**config.mk**
```make
export PLATFORM = sky130hd
export DESIGN_NAME = dmem_arbiter
export DESIGN_NICKNAME = d
export VERILOG_FILES = /design/src/rtl/dmem_arb_pkg.sv /design/src/rtl/dmem_arb_rdpipe.sv /design/src/rtl/dmem_arbiter.sv
export SDC_FILE = /design/constraint.sdc
export NUM_CORES = 1
export LEC_CHECK = 0
export CAP_MARGIN = 20
export CORE_AREA = 2 2 118 120
export DETAILED_ROUTE_END_ITERATION = 8
export DIE_AREA = 0 0 120 122
export PLACE_DENSITY = 0.65
export RECOVER_POWER = 25
export SETUP_SLACK_MARGIN = 0.3
export SYNTH_ARGS = -nofsm -noshare
export SYNTH_HDL_FRONTEND = slang
export SYNTH_HIERARCHICAL = 1
export SYNTH_SLANG_ARGS = --single-unit
export TNS_END_PERCENT = 10
```
**constraint.sdc**
```tcl
create_clock -name clk -period 8.3 [get_ports clk]
set_clock_uncertainty 0.1 [all_clocks]
set_input_delay 1.66 -clock clk [delete_from_list [all_inputs] [get_ports clk]]
set_output_delay 1.66 -clock clk [all_outputs]
set_load 0.02 [all_outputs]
```
**src/rtl/dmem_arb_pkg.sv**
```systemverilog
// Shared types and default sizing for the data-memory arbiter.
package dmem_arb_pkg;

    localparam int unsigned DEF_DEPTH     = 32400;
    localparam int unsigned DEF_BURST_LEN = 16;
    localparam int unsigned DEF_MAX_WAIT  = 8;

    typedef enum logic {
        IDLE  = 1'b0,
        BURST = 1'b1
    } state_t;

    typedef enum logic [1:0] {
        SEL_NONE = 2'd0,
        SEL_C    = 2'd1,
        SEL_D    = 2'd2
    } sel_t;

endpackage

```
**src/rtl/dmem_arb_rdpipe.sv**
```systemverilog
// One-cycle read-return stage: remembers who was granted a read and steers
// the RAM read data back to that port (zeroed for out-of-range reads).
module dmem_arb_rdpipe
    import dmem_arb_pkg::*;
(
    input  logic        clk,
    input  logic        reset,
    input  sel_t        sel,
    input  logic        is_read,
    input  logic        oob,
    input  logic [31:0] m_rd,
    output logic        c_rvalid,
    output logic [31:0] c_rdata,
    output logic        d_rvalid,
    output logic [31:0] d_rdata
);

    sel_t        sel_reg;
    logic        read_reg;
    logic        oob_reg;
    logic [1:0]  rvalid_vec;
    logic [31:0] rdata_arr [2];

    always_ff @(posedge clk) begin
        if (reset) begin
            sel_reg  <= SEL_NONE;
            read_reg <= 1'b0;
            oob_reg  <= 1'b0;
        end else begin
            sel_reg  <= sel;
            read_reg <= is_read && (sel != SEL_NONE);
            oob_reg  <= oob;
        end
    end

    // Index 0 is the CPU port, index 1 the DMA port.
    generate
        for (genvar gi = 0; gi < 2; gi++) begin : g_port
            assign rvalid_vec[gi] = read_reg && (sel_reg == ((gi == 0) ? SEL_C : SEL_D));
            assign rdata_arr[gi]  = (rvalid_vec[gi] && !oob_reg) ? m_rd : 32'd0;
        end
    endgenerate

    assign c_rvalid = rvalid_vec[0];
    assign c_rdata  = rdata_arr[0];
    assign d_rvalid = rvalid_vec[1];
    assign d_rdata  = rdata_arr[1];

endmodule

```
**src/rtl/dmem_arbiter.sv**
```systemverilog
// CPU/DMA arbiter in front of the single-port data RAM, with locked DMA
// bursts, address range enforcement and a starvation guard for the DMA.
module dmem_arbiter
    import dmem_arb_pkg::*;
#(
    parameter int unsigned DEPTH     = DEF_DEPTH,
    parameter int unsigned BURST_LEN = DEF_BURST_LEN,
    parameter int unsigned MAX_WAIT  = DEF_MAX_WAIT
) (
    input  logic        clk,
    input  logic        reset,
    input  logic        c_req,
    input  logic        c_we,
    input  logic [31:0] c_addr,
    input  logic [31:0] c_wdata,
    output logic        c_gnt,
    output logic        c_rvalid,
    output logic [31:0] c_rdata,
    input  logic        d_req,
    input  logic        d_we,
    input  logic [31:0] d_addr,
    input  logic [31:0] d_wdata,
    input  logic        d_burst,
    output logic        d_gnt,
    output logic        d_rvalid,
    output logic [31:0] d_rdata,
    output logic        m_we,
    output logic [31:0] m_addr,
    output logic [31:0] m_wd,
    input  logic [31:0] m_rd,
    output logic        err_oob
);

    localparam logic [31:0] DEPTH_V      = 32'(DEPTH);
    localparam logic [7:0]  MAX_WAIT_V   = 8'(MAX_WAIT);
    localparam logic [7:0]  BEATS_INIT_V = 8'(BURST_LEN - 1);

    state_t      state_reg, state_next;
    logic [7:0]  wait_reg, wait_next;
    logic [7:0]  beats_reg, beats_next;
    sel_t        sel;
    logic        sel_we;
    logic [31:0] sel_addr;
    logic [31:0] sel_wd;
    logic        oob;

    always_ff @(posedge clk) begin
        if (reset) begin
            state_reg <= IDLE;
            wait_reg  <= 8'd0;
            beats_reg <= 8'd0;
        end else begin
            state_reg <= state_next;
            wait_reg  <= wait_next;
            beats_reg <= beats_next;
        end
    end

    // Grant decision; reset suppresses every grant in the same cycle.
    always_comb begin
        sel        = SEL_NONE;
        state_next = state_reg;
        beats_next = beats_reg;
        if (!reset) begin
            case (state_reg)
                IDLE: begin
                    if (d_req && (wait_reg == MAX_WAIT_V || !c_req)) begin
                        sel = SEL_D;
                        if (d_burst) begin
                            state_next = BURST;
                            beats_next = BEATS_INIT_V;
                        end
                    end else if (c_req) begin
                        sel = SEL_C;
                    end
                end
                BURST: begin
                    if (d_req) begin
                        sel        = SEL_D;
                        beats_next = beats_reg - 8'd1;
                        if (beats_reg == 8'd1) begin
                            state_next = IDLE;
                        end
                    end else begin
                        state_next = IDLE;
                        beats_next = 8'd0;
                    end
                end
                default: state_next = IDLE;
            endcase
        end
    end

    always_comb begin
        wait_next = 8'd0;
        if (d_req && sel != SEL_D) begin
            wait_next = (wait_reg == MAX_WAIT_V) ? wait_reg : wait_reg + 8'd1;
        end
    end

    always_comb begin
        sel_we   = 1'b0;
        sel_addr = 32'd0;
        sel_wd   = 32'd0;
        case (sel)
            SEL_C: begin
                sel_we   = c_we;
                sel_addr = c_addr;
                sel_wd   = c_wdata;
            end
            SEL_D: begin
                sel_we   = d_we;
                sel_addr = d_addr;
                sel_wd   = d_wdata;
            end
            default: ;
        endcase
    end

    assign oob     = (sel != SEL_NONE) && (sel_addr >= DEPTH_V);
    assign c_gnt   = (sel == SEL_C);
    assign d_gnt   = (sel == SEL_D);
    assign m_we    = sel_we && !oob;
    assign m_addr  = sel_addr;
    assign m_wd    = sel_wd;
    assign err_oob = oob;

    dmem_arb_rdpipe u_rdpipe (
        .clk      (clk),
        .reset    (reset),
        .sel      (sel),
        .is_read  (!sel_we),
        .oob      (oob),
        .m_rd     (m_rd),
        .c_rvalid (c_rvalid),
        .c_rdata  (c_rdata),
        .d_rvalid (d_rvalid),
        .d_rdata  (d_rdata)
    );

endmodule

```
* Word-level counts from Yosys, hierarchy flattened
Cells that the tools add are included.
** Word-level totals
- Memory bits (writable) :: 0
- Output and inout port bits :: 134
- Logic and storage cells :: 56
- Register bits after elaboration :: 21
- Bits in read-only memories :: 0
- Bits in latches :: 0
- Memories :: 0
- Input port bits :: 167
** Operators by class
- Reductions and logical operators :: 17
- Multiplexer cells :: 19
- $add $sub $neg :: 2
- Magnitude comparators :: 1
- Bitwise gates (word level) :: 2
- Shift operators :: 0
- Multiply operators :: 0
- Eq/ne operators :: 9
- Div/mod/pow operators :: 0
** Operators by type and width (count)
- one-hot mux 32 bit (2 select lines) :: 2
- two-way mux 32 bit :: 2
- greater-or-equal comparator 32 x 15 -> 1 bit, second input constant :: 1
- two-way mux 8 bit :: 3
- one-hot mux 8 bit (2 select lines) :: 1
- logical AND 1 bit :: 9
- adder 8 x 1 -> 8 bit, second input constant :: 1
- equality test 8 x 1 -> 1 bit, second input constant :: 1
- equality test 8 x 4 -> 1 bit, second input constant :: 1
- subtractor 8 x 1 -> 8 bit, second input constant :: 1
- two-way mux 2 bit :: 3
- != test 2 bit, second input constant :: 3
- two-way mux 1 bit :: 5
- equality test 2 x 1 -> 1 bit, second input constant :: 2
- equality test 2 bit, second input constant :: 2
- zero test 1 bit :: 4
- one-hot mux 1 bit (2 select lines) :: 2
- one-hot mux 2 bit (2 select lines) :: 1
- NOT 1 bit :: 2
- AND reduction 2 bit :: 1
- nonzero test 2 bit :: 1
- OR reduction 2 bit :: 1
- logical OR 1 bit :: 1

* Longest topological paths before layout
Gate-level depths: netlist of the first run.
- Depth after elaboration :: 12
- Mapped depth :: 16
- Mapped depth without buffers :: 14

* Modules after synthesis
Netlist of the first run, hierarchy kept.
** By module, submodules not included
- dmem_arbiter :: area each 1918.1 µm², cells an instance 290, times used 1
- dmem_arb_rdpipe :: area each 683.2 µm², cells an instance 91, times used 1

* Worst setup path after synthesis of the first run
Ideal clock, no wire load.
- Path type :: input-to-output
- From :: input reset
- To :: output m_wd[12]
- Slack :: 2.642 ns
- Cell stages on the path :: 10
- Data arrival time :: 3.898 ns
- Required time :: 6.540 ns
- Cells stage by stage :: clkbuf_1 -> a21o_2 -> inv_1 -> ha_1 -> clkbuf_1 -> clkbuf_1 -> buf_1 -> buf_1 -> a22oi_1 -> nor2_1
** Between the ends
- Longest elaborated chain between the ends :: 3
- Elaborated cells between the ends (all ways) :: 4
- Those cells by class :: 2 x eq/ne; 2 x mux
** Ends and longest elaborated chain
- from (decl) :: RTL line dmem_arbiter.sv:11 : input logic reset,
- two-way mux 2 bit :: RTL line dmem_arbiter.sv:64 : if (!reset) begin
- net sel[1] :: RTL line dmem_arbiter.sv:41 : sel_t sel;
- equality test 2 bit
- net d_gnt :: RTL line dmem_arbiter.sv:24 : output logic d_gnt,
- one-hot mux 32 bit (2 select lines) :: RTL line dmem_arbiter.sv:105 : case (sel)
- to (decl) :: RTL line dmem_arbiter.sv:29 : output logic [31:0] m_wd,
The timed path passes the listed nets, and every way through them passes these cells.

* Worst setup path after layout of the first run
- From :: input reset
- To :: output err_oob
** Between the ends
- Longest elaborated chain between the ends :: 5
- Elaborated cells between the ends (all ways) :: 7
- Those cells by class :: 1 x order compare; 2 x eq/ne; 2 x mux; 2 x reduce/logical
** Ends and longest elaborated chain
- two-way mux 2 bit * :: RTL line dmem_arbiter.sv:64
- equality test 2 bit or equality test 2 x 1 -> 1 bit (tied branches) :: RTL line dmem_arbiter.sv:105
- one-hot mux 32 bit (2 select lines) :: RTL line dmem_arbiter.sv:105
- greater-or-equal comparator 32 x 15 -> 1 bit :: RTL line dmem_arbiter.sv:120 : assign oob = (sel != SEL_NONE) && (sel_addr >= DEPTH_V);
- logical AND 1 bit * :: RTL line dmem_arbiter.sv:120
- to (decl) :: RTL line dmem_arbiter.sv:31 : output logic err_oob
Mark *: on every way between the ends. The rest lies on a longest branch, timed or not.

==> results of run 1 <==
## logic make-up after synthesis
logic type,count (synthesis),share of synthesized area (%)
buffers and inverters,51,9.668
AOI/OAI and AO/OA,100,28.33
muxes,1,0.3848
adders and majority gates,7,3.367
xor gates and xnor gates,7,2.357
and+or+nand+nor,194,39.73
DFF,21,16.16
## routing by layer
layer | GRT usage [%] | vias to the layer above
li1 | - | 1926
met1 | 15.92 | 1777
met2 | 31.89 | 228
met3 | 5.056 | 24
met4 | 5.956 | 0
met5 | 0 | -
## how the worst min path moves through the flow
stage | from | end | slack [ps]
after floorplan | beats_reg[7] | beats_reg[7] | 340
after global placement | beats_reg[7] | beats_reg[7] | 360
after detailed placement | beats_reg[7] | beats_reg[7] | 370
after CTS | beats_reg[7] | beats_reg[7] | 380
after global routing | beats_reg[7] | beats_reg[7] | 400
final | beats_reg[7] | beats_reg[7] | 380
## layout make-up
class,instances,area [sq um]
inverters,13,48.80
clock buffers,4,78.83
flip-flops and latches,21,420.4
multi-input cells,309,1929
repair buffers,303,3025
well taps,180,225.2
fillers,1351,7776
## metrics by stage
stage	setup WS [ps]	std cells	power (mW)	hold slack, ps	util (%)
global route	487.0	830	0.4500	399.9	42.42
floorplan	2642	381	0.2041	339.5	-
global placement	1318	826	0.3265	356.6	41.87
CTS	1177	830	0.4304	381.4	42.45
detailed placement	1170	826	0.3297	371.4	41.87
finish	841.2	830	0.4256	383.8	42.42
## cells in the final DEF, fill, tap and decap left out, types with 5 or more instances in the layout
cell             Yosys  routed
xor2_1               5       5
clkdlybuf4s50_1      0     281
and3_1              50      50
dfxtp_1             21      21
ha_1                 7       6
a31oi_1              7       7
a21oi_1              8       8
a22o_1               7       7
and3_2              16      16
nand2_1             21      21
nor2_1              71      71
a22oi_1             58      58
nand3_1             10      10
dlygate4sd3_1        0      19
inv_1               12      12
nor2b_1              4       5
## worst max-delay path, stage by stage
cell and delay [ps]:
dlygate4sd3_1 890, nor2_1 80, nand3_1 150, ha_1 1160, a22oi_1 310, a41oi_1 310, nor3_1 80, a21oi_1 250
a21o_1 170, clkdlybuf4s50_1 620
## power breakdown
group | switching [mW] | total, mW | internal (mW)
logic | 0.0973 | 0.218 | 0.121
registers | 0.00365 | 0.108 | 0.104
clock network | 0.0342 | 0.0995 | 0.0653
total | 0.135 | 0.426 | 0.290
==> run summary, run 1 <==
CTS-repair resized insts: 0
Initial antenna violation count: 0
Post-Syn Nets: 555
Setup TNS: 0 ps
Worst-margin pin slew: 1671 ps
Area contributors post-synth: a22oi_1 (17%), dfxtp_1 (16%), and3_1 (12%), nor2_1 (10%), and3_2 (4.6%)
Die X-Extent: 120 um
Hold Buf Count CTS: 0
Count leader, synth: nor2_1
Violated checks: max-capacitance violations, max-slew violations
Final Slew Violations: 34
Via-to-Cell Ratio: 4.765
Top_reg_cell synth: dfxtp_1
RSZ-0062 raised after global routing: false
Final setup vio count: 0
Share of flip-flops with an asynchronous set or reset: 0%
Num CTS Buffers: 3
Row Count: 43
Mapped Area: 2601 sq um
# Max-Cap Violations: 1
Sequential area share after synthesis: 16.16%
Largest net degree at the start of global routing: 65
Final Hold Vio Count: 0
WP data required: 6540 ps
Status: finished with violations
Starting Density: 19.26%
Critical path data arrival time: 5700 ps
Reg2Reg Launch Point: wait_reg[0]
PD cells: 74.31 nW/um^2
Yosys top cell by area: a22oi_1
DRC viols: 0
Count of cell types in the netlist: 48
CP Max Fanout: 42
Post-CTS Setup Bufs: 0
Worst ir drop on vdd: 0.05518 mV
Layout cell share with drive strength beyond 1: 5.231%
Worst Setup EP: err_oob
First-pass GRT wire length: 19390 um
Vias in the first global route: 3855
Die height: 122 um
CORE AREA: 13500 sq um
Worst-skew pair later-pin latency: 250 ps
N_diodes: 0
M1 WL: 4488 um
Post-synth EDFFs: 0
Gr ovfl total: 0
RR Endpoint: u_rdpipe/oob_reg
Routed WL: 13130 um
Post-DP HPWL: 11100 um
CP Launch Type: input pin
CTS tree: yes
Drt wl/cell: 15.82 um
Crit. End Element: output port
Buffers on Ports: 300
Final cycle utilization of the critical path: 89.87%
Htree depth: 1
Starting DRT DRC Count: 167
P&R area growth vs syn: 120.2%
Cells after Synth: 381
Worst hold stages: 1
Min-delay worst type: register to register
Ports: 301
Max-Slew Margin vs Limit: -11.60%
Final net count: 825
Clock transition at path regs: 60 ps
Crit path time final: 7459 ps
Flops & latches, synth: 21
WS Path Type: input pin to output port
Detailed Routing Iterations Pass 1: 7
Met3 wire length: 1385 um
Total Routing Usage GR: 16.28%
Final instance area: 5728 sq um
Root Driver: clkbuf_16
DIE AREA: 14640 sq um
Met2 routed WL: 6861 um
Top Metal Used: met4
List of most frequent post-synthesis cells: nor2_1 (71), a22oi_1 (58), and3_1 (50)
Top-area cell type share of the netlist area: 16.74%
FMAX: 134.1 MHz
Static Leakage: 2.280 nW
FF-to-FF setup slack: 3740 ps
DRT antenna net count: 0
R2r worst-path depth: 14
Synth Warn #: 6
Syn Area/Cell: 6.827 sq um
RD Place Congestion: 0.8189
CTS max path bufs: 2
Sink Count: 21
Placed Area: 5654 sq um
Worst Setup SP: reset
Via count: 3955
Power figures use the tool's default switching activity.
==> inputs of run 2 (changes only) <==
--- a/config.mk
+++ b/config.mk
@@ -7,6 +7,7 @@
 export LEC_CHECK = 0
 export CAP_MARGIN = 20
 export CORE_AREA = 2 2 118 120
+export CTS_CLUSTER_SIZE = 8
 export DETAILED_ROUTE_END_ITERATION = 8
 export DIE_AREA = 0 0 120 122
 export PLACE_DENSITY = 0.65
==> results of run 2 <==
Same layout as run 1: the final DEF is identical, and so are final timing and power.
==> inputs of run 3 (changes only) <==
--- a/config.mk
+++ b/config.mk
@@ -7,6 +7,7 @@
 export LEC_CHECK = 0
 export CAP_MARGIN = 20
 export CORE_AREA = 2 2 118 120
+export CTS_CLUSTER_DIAMETER = 60
 export CTS_CLUSTER_SIZE = 8
 export DETAILED_ROUTE_END_ITERATION = 8
 export DIE_AREA = 0 0 120 122
==> results of run 3 <==
Same layout as run 1: the final DEF is identical, and so are final timing and power.
